File: src/rtl/stage_sequencer_if.sv
// stage_sequencer_if: handshake/status bundle between the run controller
// (slave modport) and the top level that drives it (master modport).
//   start, weights_loaded, memory_ready, stage_skip, stage_done, ack : to sequencer
//   stage_en, stage_start, stage_idx, busy, ready_for_image, done,
//   error, error_stage, retry_used, cycle_count                      : from sequencer
interface stage_sequencer_if #(
  parameter int NUM_STAGES = 4,
  parameter int IDX_W      = (NUM_STAGES > 1) ? $clog2(NUM_STAGES) : 1
);
  logic                  start;
  logic                  weights_loaded;
  logic                  memory_ready;
  logic [NUM_STAGES-1:0] stage_skip;
  logic [NUM_STAGES-1:0] stage_done;
  logic                  ack;
  logic [NUM_STAGES-1:0] stage_en;
  logic                  stage_start;
  logic [IDX_W-1:0]      stage_idx;
  logic                  busy;
  logic                  ready_for_image;
  logic                  done;
  logic                  error;
  logic [IDX_W-1:0]      error_stage;
  logic                  retry_used;
  logic [31:0]           cycle_count;

  modport master (
    output start, weights_loaded, memory_ready, stage_skip, stage_done, ack,
    input  stage_en, stage_start, stage_idx, busy, ready_for_image, done,
           error, error_stage, retry_used, cycle_count
  );

  modport slave (
    input  start, weights_loaded, memory_ready, stage_skip, stage_done, ack,
    output stage_en, stage_start, stage_idx, busy, ready_for_image, done,
           error, error_stage, retry_used, cycle_count
  );
endinterface

File: src/rtl/stage_sequencer.sv
// stage_sequencer: N-stage run controller. Runs one image through a chain of
// stages using per-stage start/done handshakes, with a per-stage skip mask,
// per-stage timeout (reporting the failing stage), done/ack handshake and a
// saturating ARM+RUN cycle counter.
// Ports:
//   clk  - clock
//   rst  - synchronous, active-high reset
//   bus  - stage_sequencer_if.slave (start/skip/done/ack in; enables/status out)
// Optional feature macro: SEQ_RETRY_EN -- when defined, the first timeout of a
// run retries the same stage once (retry_used=1); otherwise any timeout ends
// in ERROR and retry_used stays 0.
module stage_sequencer #(
  parameter int NUM_STAGES    = 4,
  parameter int TIMEOUT_LIMIT = 100000,
  parameter int TIMER_W       = 20,
  parameter int IDX_W         = (NUM_STAGES > 1) ? $clog2(NUM_STAGES) : 1
) (
  input logic                clk,
  input logic                rst,
  stage_sequencer_if.slave   bus
);

  typedef enum logic [2:0] {
    S_IDLE,
    S_ARM,
    S_RUN,
    S_DONE,
    S_ERROR
  } state_t;

  state_t                r_state;
  state_t                w_state_nxt;

  logic [IDX_W-1:0]      r_idx;
  logic [NUM_STAGES-1:0] r_skip;
  logic [TIMER_W-1:0]    r_timer;
  logic                  r_retry_used;
  logic [31:0]           r_cycle_count;

  logic                  w_ready;
  logic                  w_accept;
  logic [NUM_STAGES-1:0] w_onehot;
  logic                  w_cur_done;
  logic                  w_timeout;
  logic                  w_retry_ok;
  logic [IDX_W-1:0]      w_first_idx;
  logic                  w_first_valid;
  logic [IDX_W-1:0]      w_next_idx;
  logic                  w_next_valid;

  assign w_ready   = (r_state == S_IDLE) && bus.weights_loaded && bus.memory_ready;
  assign w_accept  = w_ready && bus.start;
  assign w_timeout = (r_timer == TIMER_W'(TIMEOUT_LIMIT - 1));

`ifdef SEQ_RETRY_EN
  assign w_retry_ok = ~r_retry_used;
`else
  assign w_retry_ok = 1'b0;
`endif

  // Active-stage decode; the done bit is picked through the one-hot mask so
  // inactive stages can never influence the sequence.
  always_comb begin
    w_onehot = '0;
    for (int unsigned i = 0; i < NUM_STAGES; i++) begin
      w_onehot[i] = (r_idx == IDX_W'(i));
    end
  end

  assign w_cur_done = |(bus.stage_done & w_onehot);

  // First non-skipped stage from the live mask (used at acceptance) and the
  // next non-skipped stage above r_idx from the latched mask.
  always_comb begin
    w_first_idx   = '0;
    w_first_valid = 1'b0;
    w_next_idx    = '0;
    w_next_valid  = 1'b0;
    for (int unsigned i = 0; i < NUM_STAGES; i++) begin
      if (!w_first_valid && !bus.stage_skip[i]) begin
        w_first_idx   = IDX_W'(i);
        w_first_valid = 1'b1;
      end
      if (!w_next_valid && !r_skip[i] && (i > 32'(r_idx))) begin
        w_next_idx   = IDX_W'(i);
        w_next_valid = 1'b1;
      end
    end
  end

  // State register
  always_ff @(posedge clk) begin
    if (rst) begin
      r_state <= S_IDLE;
    end else begin
      r_state <= w_state_nxt;
    end
  end

  // Next-state logic; completion takes priority over a coincident timeout.
  always_comb begin
    w_state_nxt = r_state;
    unique case (r_state)
      S_IDLE: begin
        if (w_accept) begin
          w_state_nxt = w_first_valid ? S_ARM : S_DONE;
        end
      end
      S_ARM:  w_state_nxt = S_RUN;
      S_RUN: begin
        if (w_cur_done) begin
          w_state_nxt = w_next_valid ? S_ARM : S_DONE;
        end else if (w_timeout) begin
          w_state_nxt = w_retry_ok ? S_ARM : S_ERROR;
        end
      end
      S_DONE:  if (bus.ack) w_state_nxt = S_IDLE;
      S_ERROR: if (bus.ack) w_state_nxt = S_IDLE;
      default: w_state_nxt = S_IDLE;
    endcase
  end

  // Run datapath: index, latched skip mask, stage timer, retry flag, counter.
  always_ff @(posedge clk) begin
    if (rst) begin
      r_idx         <= '0;
      r_skip        <= '0;
      r_timer       <= '0;
      r_retry_used  <= 1'b0;
      r_cycle_count <= '0;
    end else begin
      unique case (r_state)
        S_IDLE: begin
          if (w_accept) begin
            r_skip        <= bus.stage_skip;
            r_cycle_count <= '0;
            r_retry_used  <= 1'b0;
            r_idx         <= w_first_valid ? w_first_idx : '0;
          end
        end
        S_ARM: begin
          r_timer <= '0;
          if (r_cycle_count != '1) r_cycle_count <= r_cycle_count + 32'd1;
        end
        S_RUN: begin
          r_timer <= r_timer + TIMER_W'(1);
          if (r_cycle_count != '1) r_cycle_count <= r_cycle_count + 32'd1;
          if (w_cur_done) begin
            if (w_next_valid) r_idx <= w_next_idx;
          end else if (w_timeout && w_retry_ok) begin
            r_retry_used <= 1'b1;
          end
        end
        default: ;
      endcase
    end
  end

  // Moore outputs decoded from registered state
  always_comb begin
    bus.stage_en    = '0;
    bus.stage_start = 1'b0;
    bus.busy        = 1'b0;
    bus.done        = 1'b0;
    bus.error       = 1'b0;
    bus.error_stage = '0;
    unique case (r_state)
      S_ARM: begin
        bus.stage_en    = w_onehot;
        bus.stage_start = 1'b1;
        bus.busy        = 1'b1;
      end
      S_RUN: begin
        bus.stage_en = w_onehot;
        bus.busy     = 1'b1;
      end
      S_DONE:  bus.done = 1'b1;
      S_ERROR: begin
        bus.error       = 1'b1;
        bus.error_stage = r_idx;
      end
      default: ;
    endcase
  end

  assign bus.stage_idx       = r_idx;
  assign bus.retry_used      = r_retry_used;
  assign bus.cycle_count     = r_cycle_count;
  assign bus.ready_for_image = w_ready;

endmodule
File: src/flat_wrapper.sv
// flat-port wrapper written by rule: the top's interface ports become plain ports
module stage_sequencer_flat 
#(
  parameter int NUM_STAGES    = 4,
  parameter int TIMEOUT_LIMIT = 100000,
  parameter int TIMER_W       = 20,
  parameter int IDX_W         = (NUM_STAGES > 1) ? $clog2(NUM_STAGES) : 1
)
  (clk, rst, bus_start, bus_weights_loaded, bus_memory_ready, bus_stage_skip, bus_stage_done, bus_ack, bus_stage_en, bus_stage_start, bus_stage_idx, bus_busy, bus_ready_for_image, bus_done, bus_error, bus_error_stage, bus_retry_used, bus_cycle_count);
  stage_sequencer_if #(.NUM_STAGES(NUM_STAGES), .IDX_W(IDX_W)) bus_i ();
  input logic clk;
  input logic rst;
  input wire logic [$bits(bus_i.start)-1:0] bus_start;
  input wire logic [$bits(bus_i.weights_loaded)-1:0] bus_weights_loaded;
  input wire logic [$bits(bus_i.memory_ready)-1:0] bus_memory_ready;
  input wire logic [$bits(bus_i.stage_skip)-1:0] bus_stage_skip;
  input wire logic [$bits(bus_i.stage_done)-1:0] bus_stage_done;
  input wire logic [$bits(bus_i.ack)-1:0] bus_ack;
  output wire logic [$bits(bus_i.stage_en)-1:0] bus_stage_en;
  output wire logic [$bits(bus_i.stage_start)-1:0] bus_stage_start;
  output wire logic [$bits(bus_i.stage_idx)-1:0] bus_stage_idx;
  output wire logic [$bits(bus_i.busy)-1:0] bus_busy;
  output wire logic [$bits(bus_i.ready_for_image)-1:0] bus_ready_for_image;
  output wire logic [$bits(bus_i.done)-1:0] bus_done;
  output wire logic [$bits(bus_i.error)-1:0] bus_error;
  output wire logic [$bits(bus_i.error_stage)-1:0] bus_error_stage;
  output wire logic [$bits(bus_i.retry_used)-1:0] bus_retry_used;
  output wire logic [$bits(bus_i.cycle_count)-1:0] bus_cycle_count;
  assign bus_i.start = bus_start;
  assign bus_i.weights_loaded = bus_weights_loaded;
  assign bus_i.memory_ready = bus_memory_ready;
  assign bus_i.stage_skip = bus_stage_skip;
  assign bus_i.stage_done = bus_stage_done;
  assign bus_i.ack = bus_ack;
  assign bus_stage_en = bus_i.stage_en;
  assign bus_stage_start = bus_i.stage_start;
  assign bus_stage_idx = bus_i.stage_idx;
  assign bus_busy = bus_i.busy;
  assign bus_ready_for_image = bus_i.ready_for_image;
  assign bus_done = bus_i.done;
  assign bus_error = bus_i.error;
  assign bus_error_stage = bus_i.error_stage;
  assign bus_retry_used = bus_i.retry_used;
  assign bus_cycle_count = bus_i.cycle_count;
  stage_sequencer #(.NUM_STAGES(NUM_STAGES), .TIMEOUT_LIMIT(TIMEOUT_LIMIT), .TIMER_W(TIMER_W), .IDX_W(IDX_W)) u_core (.clk(clk), .rst(rst), .bus(bus_i));
endmodule
File: config.mk
export PLATFORM = sky130hd
export DESIGN_NAME = stage_sequencer_flat
export DESIGN_NICKNAME = d
export VERILOG_FILES = /design/src/rtl/stage_sequencer_if.sv /design/src/rtl/stage_sequencer.sv /design/src/flat_wrapper.sv
export SDC_FILE = /design/constraint.sdc
export NUM_CORES = 1
export LEC_CHECK = 0
export CORE_AREA = 2 2 117 73
export DETAILED_ROUTE_END_ITERATION = 6
export DIE_AREA = 0 0 119 75
export PLACE_DENSITY = 0.7
export SLEW_MARGIN = 20
export SYNTH_ARGS = -nofsm -noshare
export SYNTH_HDL_FRONTEND = slang
export SYNTH_SLANG_ARGS = --single-unit
File: constraint.sdc
create_clock -name clk -period 1.95 [get_ports clk]
set_clock_uncertainty 0.1 [all_clocks]
set_input_delay 0.4875 -clock clk [delete_from_list [all_inputs] [get_ports clk]]
set_output_delay 0.4875 -clock clk [all_outputs]
set_load 0.05 [all_outputs]
Yosys cells after proc, flatten, opt, wreduce, memory -nomap -nowiden
Cells that the tools add are included.
{"block": "word_totals", "reg_bits": 61, "in_bits": 14, "word_cells": 94, "out_inout_bits": 46}
{"block": "classes", "n_reduce_logical": 33, "n_lt_le_gt_ge": 3, "n_mux": 35, "bitwise": 1, "addsub": 2, "eq_ne": 15}
{"cell": "32-bit two-way mux", "count": 2}
{"cell": "32-bit case mux with 2 select lines", "count": 1}
{"cell": "20-bit case mux with 2 select lines", "count": 1}
{"cell": "32-bit by 1-bit adder with 32-bit output (second input constant)", "count": 1}
{"cell": "32-bit != test (second input constant)", "count": 1}
{"cell": "2-bit two-way mux", "count": 11}
{"cell": "20-bit by 1-bit adder with 20-bit output (second input constant)", "count": 1}
{"cell": "20-bit by 17-bit equality test with 1-bit output (second input constant)", "count": 1}
{"cell": "1-bit two-way mux", "count": 13}
{"cell": "3-bit two-way mux", "count": 4}
{"cell": "3-bit case mux with 4 select lines", "count": 1}
{"cell": "1-bit logical AND", "count": 11}
{"cell": "1-bit logical NOT", "count": 10}
{"cell": "2-bit by 1-bit != test with 1-bit output (second input constant)", "count": 5}
{"cell": "3-bit by 2-bit equality test with 1-bit output (second input constant)", "count": 2}
{"cell": "3-bit AND reduction", "count": 2}
{"cell": "2-bit nonzero test", "count": 3}
{"cell": "4-bit bitwise AND", "count": 1}
{"cell": "2-bit equality test (second input constant)", "count": 2}
{"cell": "2-bit > comparator (first input constant)", "count": 2}
{"cell": "4-bit two-way mux", "count": 1}
{"cell": "2-bit case mux with 2 select lines", "count": 1}
{"cell": "4-bit AND reduction", "count": 1}
{"cell": "2-bit OR reduction", "count": 2}
{"cell": "other kinds (9)", "count": 9}

Depth between registers and ports, before layout
Gate-level depths: netlist (run 1).
{"block": "logic_depth", "ltp_word": 14, "depth_mapped": 8, "depth_no_buf": 6}

Worst setup path before layout (run 1)
Ideal clock, no wire load.
{"block": "synth_path", "path_kind": "flip-flop to output port", "from": "register u_core.r_state[1]", "to": "output bus_stage_en[2]", "t_required_ps": 1362, "arrival_ps": 2378, "path_stages_with_launch": 8, "n_path_buf": 2, "setup_slack_ps": -1016, "cell_sequence": "dfxtp_1 xnor2_1 or2_2 clkbuf_1 inv_1 clkbuf_1 nand2_1 nor2_1"}
{"block": "synth_via", "elab_chain_len": 3, "word_cells_on_any_way": 4, "classes_between": "eq/ne (2); mux (1); reduce/logical (1)"}
{"item": "start, declared", "line_no": "stage_sequencer.sv:31", "text": "state_t r_state;"}
{"item": "start signal, assigned", "line_no": "stage_sequencer.sv:96", "text": "r_state <= w_state_nxt;"}
{"item": "3-bit by 1-bit equality test with 1-bit output / 3-bit by 2-bit equality test with 1-bit output (equally long branches)", "line_no": "stage_sequencer.sv:167", "text": "unique case (r_state)"}
{"item": "2-bit OR reduction (no line) (*)"}
{"item": "4-bit two-way mux (*)", "line_no": "stage_sequencer.sv:167"}
{"item": "end, declared", "line_no": "flat_wrapper.sv:19", "text": "output wire logic [$bits(bus_i.stage_en)-1:0] bus_stage_en;"}
Every way passes the cells marked *; elsewhere a longest branch is shown, timed or not.

Worst setup path after layout (run 1)
{"block": "layout_path", "from": "register u_core.r_state[1]", "to": "output bus_stage_en[3]"}
The elaborated chain is that of the path after synthesis.

==> results.sh, run 1 <==
export IMPL_comb_power_share_pct=21.4
export IMPL_hold_class="flip-flop to flip-flop"
export IMPL_synth_area_per_cell_um2=7.70
export IMPL_cp_required_ns=1.36
export IMPL_portBuffers=58
export IMPL_cts_made_buffers=9
export IMPL_period_needed_ns=2.25
export IMPL_report_final_hold_viol_count=0
export IMPL_nNetsFinal=635
export IMPL_crit_chain="buf_6 > xnor2_4 > or2_4 > inv_4 > and3_4 > buf_12"
export IMPL_fin_area_um2=6350
export IMPL_synth_most_common_cell="dfxtp_1"
export IMPL_status="complete, but fails checks"
export IMPL_synth_largest_area_cell="dfxtp_1"
export IMPL_grt_overflow_total=0
export IMPL_slew_viol_final=0
export IMPL_ios=60
export IMPL_synth_top_cells_by_count="dfxtp_1, nand2_1, a21oi_1"
export IMPL_seq_area_um2=1320
export IMPL_ant_nets=0
export IMPL_synth_ff_type="dfxtp_1"
export IMPL_gp_congestion=0.869
export IMPL_p_sw_share_pct=28.3
export IMPL_first_iter_violations=529
export IMPL_cts_tree="done"
export IMPL_h_tree_depth=3
export IMPL_synth_top_cell_area_share_pct=34.7
export IMPL_grtUsageTotal_pct=30.7
export IMPL_ys_types=52
export IMPL_grt_pass1_wl_um=21100
export IMPL_drtPass1Iterations=6
export IMPL_p_leak_nw=2.46
export IMPL_drc=0
export IMPL_power_internal_w=0.00287
export IMPL_ys_seq_area_share_pct=34.7
export IMPL_cp_max_fo=4
export IMPL_drive_gt1_share_pct=54.0
export IMPL_fill_cells=398
export IMPL_vias=4820
export IMPL_cp_slowest_cell="dfxtp_4"
export IMPL_drv_cap=0
export IMPL_fin_ws_ns=-0.300
export IMPL_wl_per_cell_um=22.4
export IMPL_core_area_um2=7790
export IMPL_cts_max_path_buffers=2
export IMPL_seq_power_share_pct=30.8
export IMPL_die_x_um=119
export IMPL_start_kind="flip-flop"
export IMPL_peakVddDrop_mv=0.443
export IMPL_fin_setup_tns_ns=-8.46
export IMPL_multi_input_area_um2=2630
export IMPL_clk_pin_slew_ns=0.06
export IMPL_cpPeakStageDelay_ns=0.35
export IMPL_area_growth_pct=83.3
export IMPL_n_antenna_cell=0
export IMPL_synth_seq_cells=60
export IMPL_synthCells=450
export IMPL_pwr_density_cell_nw_per_um2=630
export IMPL_grt_pass1_vias=4229
export IMPL_insertion_delay_ns=0.35
export IMPL_place_hpwl_um=8160
export IMPL_netlist_area_um2=3460
export IMPL_place_area_um2=5020
export IMPL_fp_dieH_um=75
export IMPL_dieArea_um2=8930
export IMPL_ctsHoldBuffers=0
export IMPL_wl_um=16400
export IMPL_finalSetupViolations=50
export IMPL_p_clk_share_pct=47.7
export IMPL_cts_root_buf="clkbuf_16"
export IMPL_netlist_top_cells_area="dfxtp_1, a21oi_1, or4_1"
export IMPL_critPathCaptureType="output port"
export IMPL_p_sw_w=0.00113
export IMPL_path_class="flip-flop to output port"
export IMPL_reg2reg_slack_ns=-0.25
export IMPL_post_route_period_util_pct=115
export IMPL_clock_sinks=60
export IMPL_cp_arrival_ns=1.66
export IMPL_max_freq_ghz=0.444
export IMPL_synth_edf_count=0
export IMPL_antenna_found_initial=0
export IMPL_start_util_pct=44.5
export IMPL_viasPerCell=6.58
export IMPL_grt_max_degree=22
export IMPL_grt_setup_unrepaired="yes"
export IMPL_synth_warnings=0
export IMPL_syn_nets=466
export IMPL_async_flop_share_pct=0
export IMPL_row_count=25
export IMPL_violations="setup timing"
==> cell families after synthesis <==
kind of cell	share of synthesized area (%)
AO/OA/AOI/OAI	19.7
XOR/XNOR	0.506
adder cells (fa/ha/maj)	0.722
buffers and inverters	4.66
flip-flops	34.7
multiplexers	3.00
other	0.108
AND/OR/NAND/NOR	36.6
==> power by group through the flow <==
stage	Combinational (W)	Sequential, W	Clock, W
final	0.000858	0.00123	0.00191
after global routing	0.000884	0.00123	0.00196
after CTS	0.000733	0.00123	0.00188
after detailed placement	0.000585	0.00126	0
after global placement	0.000575	0.00126	0
after floorplan	0.000315	0.00128	0
==> path summary, 6_finish.rpt <==
| check | start | to | cells past startpoint |
|---|---|---|---|
| max | u_core.r_state[1]$_SDFFE_PP0P_ | bus_stage_en[3] | 6 |
| min | u_core.bus.cycle_count[27]$_SDFFE_PP0P_ | u_core.bus.cycle_count[27]$_SDFFE_PP0P_ | 2 |
| max reg2reg | u_core.r_state[1]$_SDFFE_PP0P_ | u_core.bus.cycle_count[10]$_SDFFE_PP0P_ | 10 |
| min reg2reg | u_core.bus.cycle_count[27]$_SDFFE_PP0P_ | u_core.bus.cycle_count[27]$_SDFFE_PP0P_ | 2 |
==> layer usage <==
layer  track usage (%)  routed length [µm]  vias up
li1                  -                   -     2051
met5                 0                   0        -
met3              8.18                1740       89
met1              39.3                6510     2306
met4              14.2                 682        0
met2              49.6                7460      374
==> final cells by class <==
class                   count  share of cell area [%]
multi-input cells         351                    41.4
clock buffers               9                    3.55
clock inverters             7                    1.95
flip-flops and latches     60                    20.7
repair buffers            191                    29.8
well taps                 108                    2.13
inverters                   6                   0.394
==> metrics by stage <==
| step | util (%) | total power (W) | setup WS, ns | hold slack [ns] | std cells |
|---|---|---|---|---|---|
| CTS | 74.9 | 0.00384 | -0.288 | 0.384 | 718 |
| detailed placement | 64.4 | 0.00185 | -0.613 | 0.374 | 679 |
| global route | 81.5 | 0.00407 | -0.326 | 0.407 | 732 |
| global placement | 64.4 | 0.00184 | -0.555 | 0.367 | 679 |
| finish | 81.5 | 0.00400 | -0.300 | 0.383 | 732 |
| floorplan | - | 0.00159 | -0.120 | 0.358 | 450 |
==> sequential cells by signal, indices dropped and copies added, names as in the netlist <==
| name | flops |
|---|---|
| u_core.bus.cycle_count | 32 |
| u_core.bus.stage_idx | 2 |
| u_core.r_skip | 3 |
| u_core.r_state | 3 |
| u_core.r_timer | 20 |
==> worst max-delay path, delay by kind of cell, from the launching register on <==
kind	cells	cell delay, ns
xor gates and xnor gates	1	0.12
DFF	1	0.35
buffers and inverters	3	0.35
and+or+nand+nor	2	0.49
==> what timing repair did <==
item / in CTS / in global routing
buffers inserted: 20 / 17
endpoints found under the setup margin: 40 / 57
cloned: 3 / 2
pin swaps: 30 / 57
resized for setup: 60 / 102
==> placed cells by master (no fill, tap or decap), types with 13 or more instances in the layout <==
cell and count:
nand3_1 25, o21ai_0 18, dfxtp_1 17, nand4_1 19, a21oi_2 13, a21oi_1 25
nor2_1 28, buf_12 20, buf_4 124, dfxtp_2 19, nand2_1 37, dfxtp_4 24
buf_6 29
(Power assumes the default switching activity.)
==> run 2: changes to the inputs <==
--- a/config.mk
+++ b/config.mk
@@ -5,10 +5,14 @@
 export SDC_FILE = /design/constraint.sdc
 export NUM_CORES = 1
 export LEC_CHECK = 0
-export CORE_AREA = 2 2 117 73
+export CELL_PAD_IN_SITES_DETAIL_PLACEMENT = 2
+export CELL_PAD_IN_SITES_GLOBAL_PLACEMENT = 2
+export CORE_AREA = 2 2 150 93
 export DETAILED_ROUTE_END_ITERATION = 6
-export DIE_AREA = 0 0 119 75
-export PLACE_DENSITY = 0.7
+export DIE_AREA = 0 0 152 95
+export GPL_TIMING_DRIVEN = 0
+export PLACE_DENSITY = 0.73
+export SKIP_LAST_GASP = 1
 export SLEW_MARGIN = 20
 export SYNTH_ARGS = -nofsm -noshare
 export SYNTH_HDL_FRONTEND = slang
==> run 2 against run 1 <==
Power is 2.4% lower. Highest routed layer is now met5. Routed wire length grew 37%. Final area decreased by 0.39%. Largest cell class unchanged. Register-to-register slack lost 0.09 ns. Critical path depth decreased by 1. First-iteration DRC count shrank 39%. Worst hold slack better by 0.022 ns. Utilization decreased by 34 points. Sequential cell count is the same. Maximum frequency decreased by 1.7%. Count of clock-buffer cells in the layout rose by 1. The flow still finishes with violations (setup timing). Sequential power about the same.
==> results.sh, run 2 (synthesis results as in run 1) <==
export IMPL_status="complete, but fails checks"
export IMPL_violations="setup timing"
export IMPL_grtUsageTotal_pct=24.7
export IMPL_fin_ws_ns=-0.339
export IMPL_vias=4559
export IMPL_core_area_um2=13300
export IMPL_critPathCaptureType="flip-flop"
export IMPL_path_class="flip-flop to flip-flop"
export IMPL_cp_max_fo=8
export IMPL_p_leak_nw=2.52
export IMPL_peakVddDrop_mv=0.378
export IMPL_wl_um=22400
export IMPL_hold_class="flip-flop to flip-flop"
export IMPL_grt_pass1_vias=4503
export IMPL_n_antenna_cell=0
export IMPL_cp_required_ns=2.13
export IMPL_cts_root_buf="clkbuf_16"
export IMPL_grt_max_degree=12
export IMPL_finalSetupViolations=66
export IMPL_report_final_hold_viol_count=0
export IMPL_wl_per_cell_um=29.0
export IMPL_fin_cells=773
export IMPL_place_hpwl_um=11200
export IMPL_post_route_period_util_pct=117
export IMPL_pwr_density_cell_nw_per_um2=617
export IMPL_hold_worst_slack_ns=0.405
export IMPL_seq_power_share_pct=31.7
export IMPL_h_tree_depth=3
export IMPL_viasPerCell=5.90
export IMPL_clock_sinks=60
export IMPL_worst_pin_slew_ns=0.622
export IMPL_antenna_found_initial=1
export IMPL_fp_dieH_um=95
export IMPL_row_count=33
export IMPL_cts_made_buffers=9
export IMPL_slew_viol_final=0
export IMPL_final_cell_mix="buf_4, nand2_1, dlygate4sd2_1"
export IMPL_largest_register_ffs=32
export IMPL_area_growth_pct=82.6
export IMPL_grt_setup_unrepaired="yes"
export IMPL_drv_cap=0
export IMPL_start_util_pct=26.1
export IMPL_p_clk_share_pct=43.8
export IMPL_drc=0
export IMPL_clk_pin_slew_ns=0.07
export IMPL_nNetsFinal=609
export IMPL_final_common_cell="buf_4"
export IMPL_total_power_w=0.00390
export IMPL_first_iter_violations=325
export IMPL_start_kind="flip-flop"
export IMPL_insertion_delay_ns=0.35
export IMPL_power_internal_w=0.00266
export IMPL_p_sw_w=0.00124
export IMPL_ios=60
export IMPL_max_freq_ghz=0.437
export IMPL_gp_congestion=0.803
export IMPL_grt_overflow_total=0
export IMPL_ant_nets=0
export IMPL_die_x_um=152
export IMPL_dieArea_um2=14400
export IMPL_comb_power_share_pct=24.5
export IMPL_p_sw_share_pct=31.8
export IMPL_maxSlewHeadroom_pct=58.5
export IMPL_cp_arrival_ns=2.47
export IMPL_ctsHoldBuffers=0
export IMPL_cts_tree="done"
export IMPL_portBuffers=58
export IMPL_period_needed_ns=2.29
export IMPL_grt_pass1_wl_um=27300
export IMPL_dp_cells=683
export IMPL_drtPass1Iterations=4
export IMPL_cts_max_path_buffers=2
export IMPL_drive_gt1_share_pct=45.8
==> run 2: cell types whose count changed in the layout (fill, tap and decap cells not counted), sizes merged, moves of 2 or more <==
cell	delta
buf	-74
dlygate4sd2	+33
clkbuf	+15
bufinv	-2
clkinv	+2
==> run 2: timing repair <==
item / 4_1_cts / 5_1_grt
endpoints found under the setup margin: 105 / 71
pin swaps: 21 / 46
buffers inserted: 40 / 35
resized for setup: 198 / 133
gates cloned: 2 / 4
==> run 2: layer usage <==
| layer | global-route usage [%] | vias to the layer above | wire length, µm |
|---|---|---|---|
| li1 | - | 2009 | - |
| met1 | 34.3 | 2362 | 9940 |
| met2 | 39.5 | 144 | 10300 |
| met3 | 5.14 | 42 | 1510 |
| met4 | 5.84 | 2 | 605 |
| met5 | 0 | - | 13 |
==> run 2: worst paths after layout <==
path,from,end,slack (ns),cells past startpoint
setup reg to reg,u_core.bus.cycle_count[4]$_SDFFE_PP0P_,u_core.bus.cycle_count[25]$_SDFFE_PP0P_,-0.34,5
hold reg to reg,u_core.bus.cycle_count[30]$_SDFFE_PP0P_,u_core.bus.cycle_count[30]$_SDFFE_PP0P_,0.41,2
setup / recovery,u_core.bus.cycle_count[4]$_SDFFE_PP0P_,u_core.bus.cycle_count[25]$_SDFFE_PP0P_,-0.34,5
hold / removal,u_core.bus.cycle_count[30]$_SDFFE_PP0P_,u_core.bus.cycle_count[30]$_SDFFE_PP0P_,0.41,2
==> run 2: cell type report <==
class / instances / area (µm²)
fill: 1369 / 6930
buffer: 26 / 340
timing repair buffer: 139 / 1430
clock inverter: 6 / 62.6
sequential: 60 / 1310
inverter: 6 / 35.0
multi-input combinational: 351 / 2690
clock buffer: 10 / 239
tap: 175 / 219
==> run 2: power groups by stage <==
stage          clock (W)  combinational, W  sequential [W]
6_report         0.00171          0.000958         0.00124
4_1_cts          0.00168          0.000687         0.00123
3_5_place_dp           0          0.000538         0.00126
3_3_place_gp           0          0.000525         0.00126
5_1_grt          0.00177          0.000987         0.00124
2_1_floorplan          0          0.000315         0.00128
==> run 2: worst max-delay path, stage by stage (launching register included) <==
cell,delay (ns)
dfxtp_4,0.40
nand4_1,0.18
or3_4,0.49
or4_4,0.45
or3_4,0.43
a21oi_4,0.16
==> run 2: metrics by stage <==
stage               setup WS, ns  area [µm²]  setup TNS [ns]  utilization, %
floorplan                 -0.120        3720          -0.420               -
global placement          -0.989        4520          -44.30            34.1
detailed placement         -1.07        4520          -47.14            34.1
CTS                       -0.333        5460           -7.64            41.2
global route              -0.388        6320          -15.24            47.7
finish                    -0.339        6320          -11.32            47.7
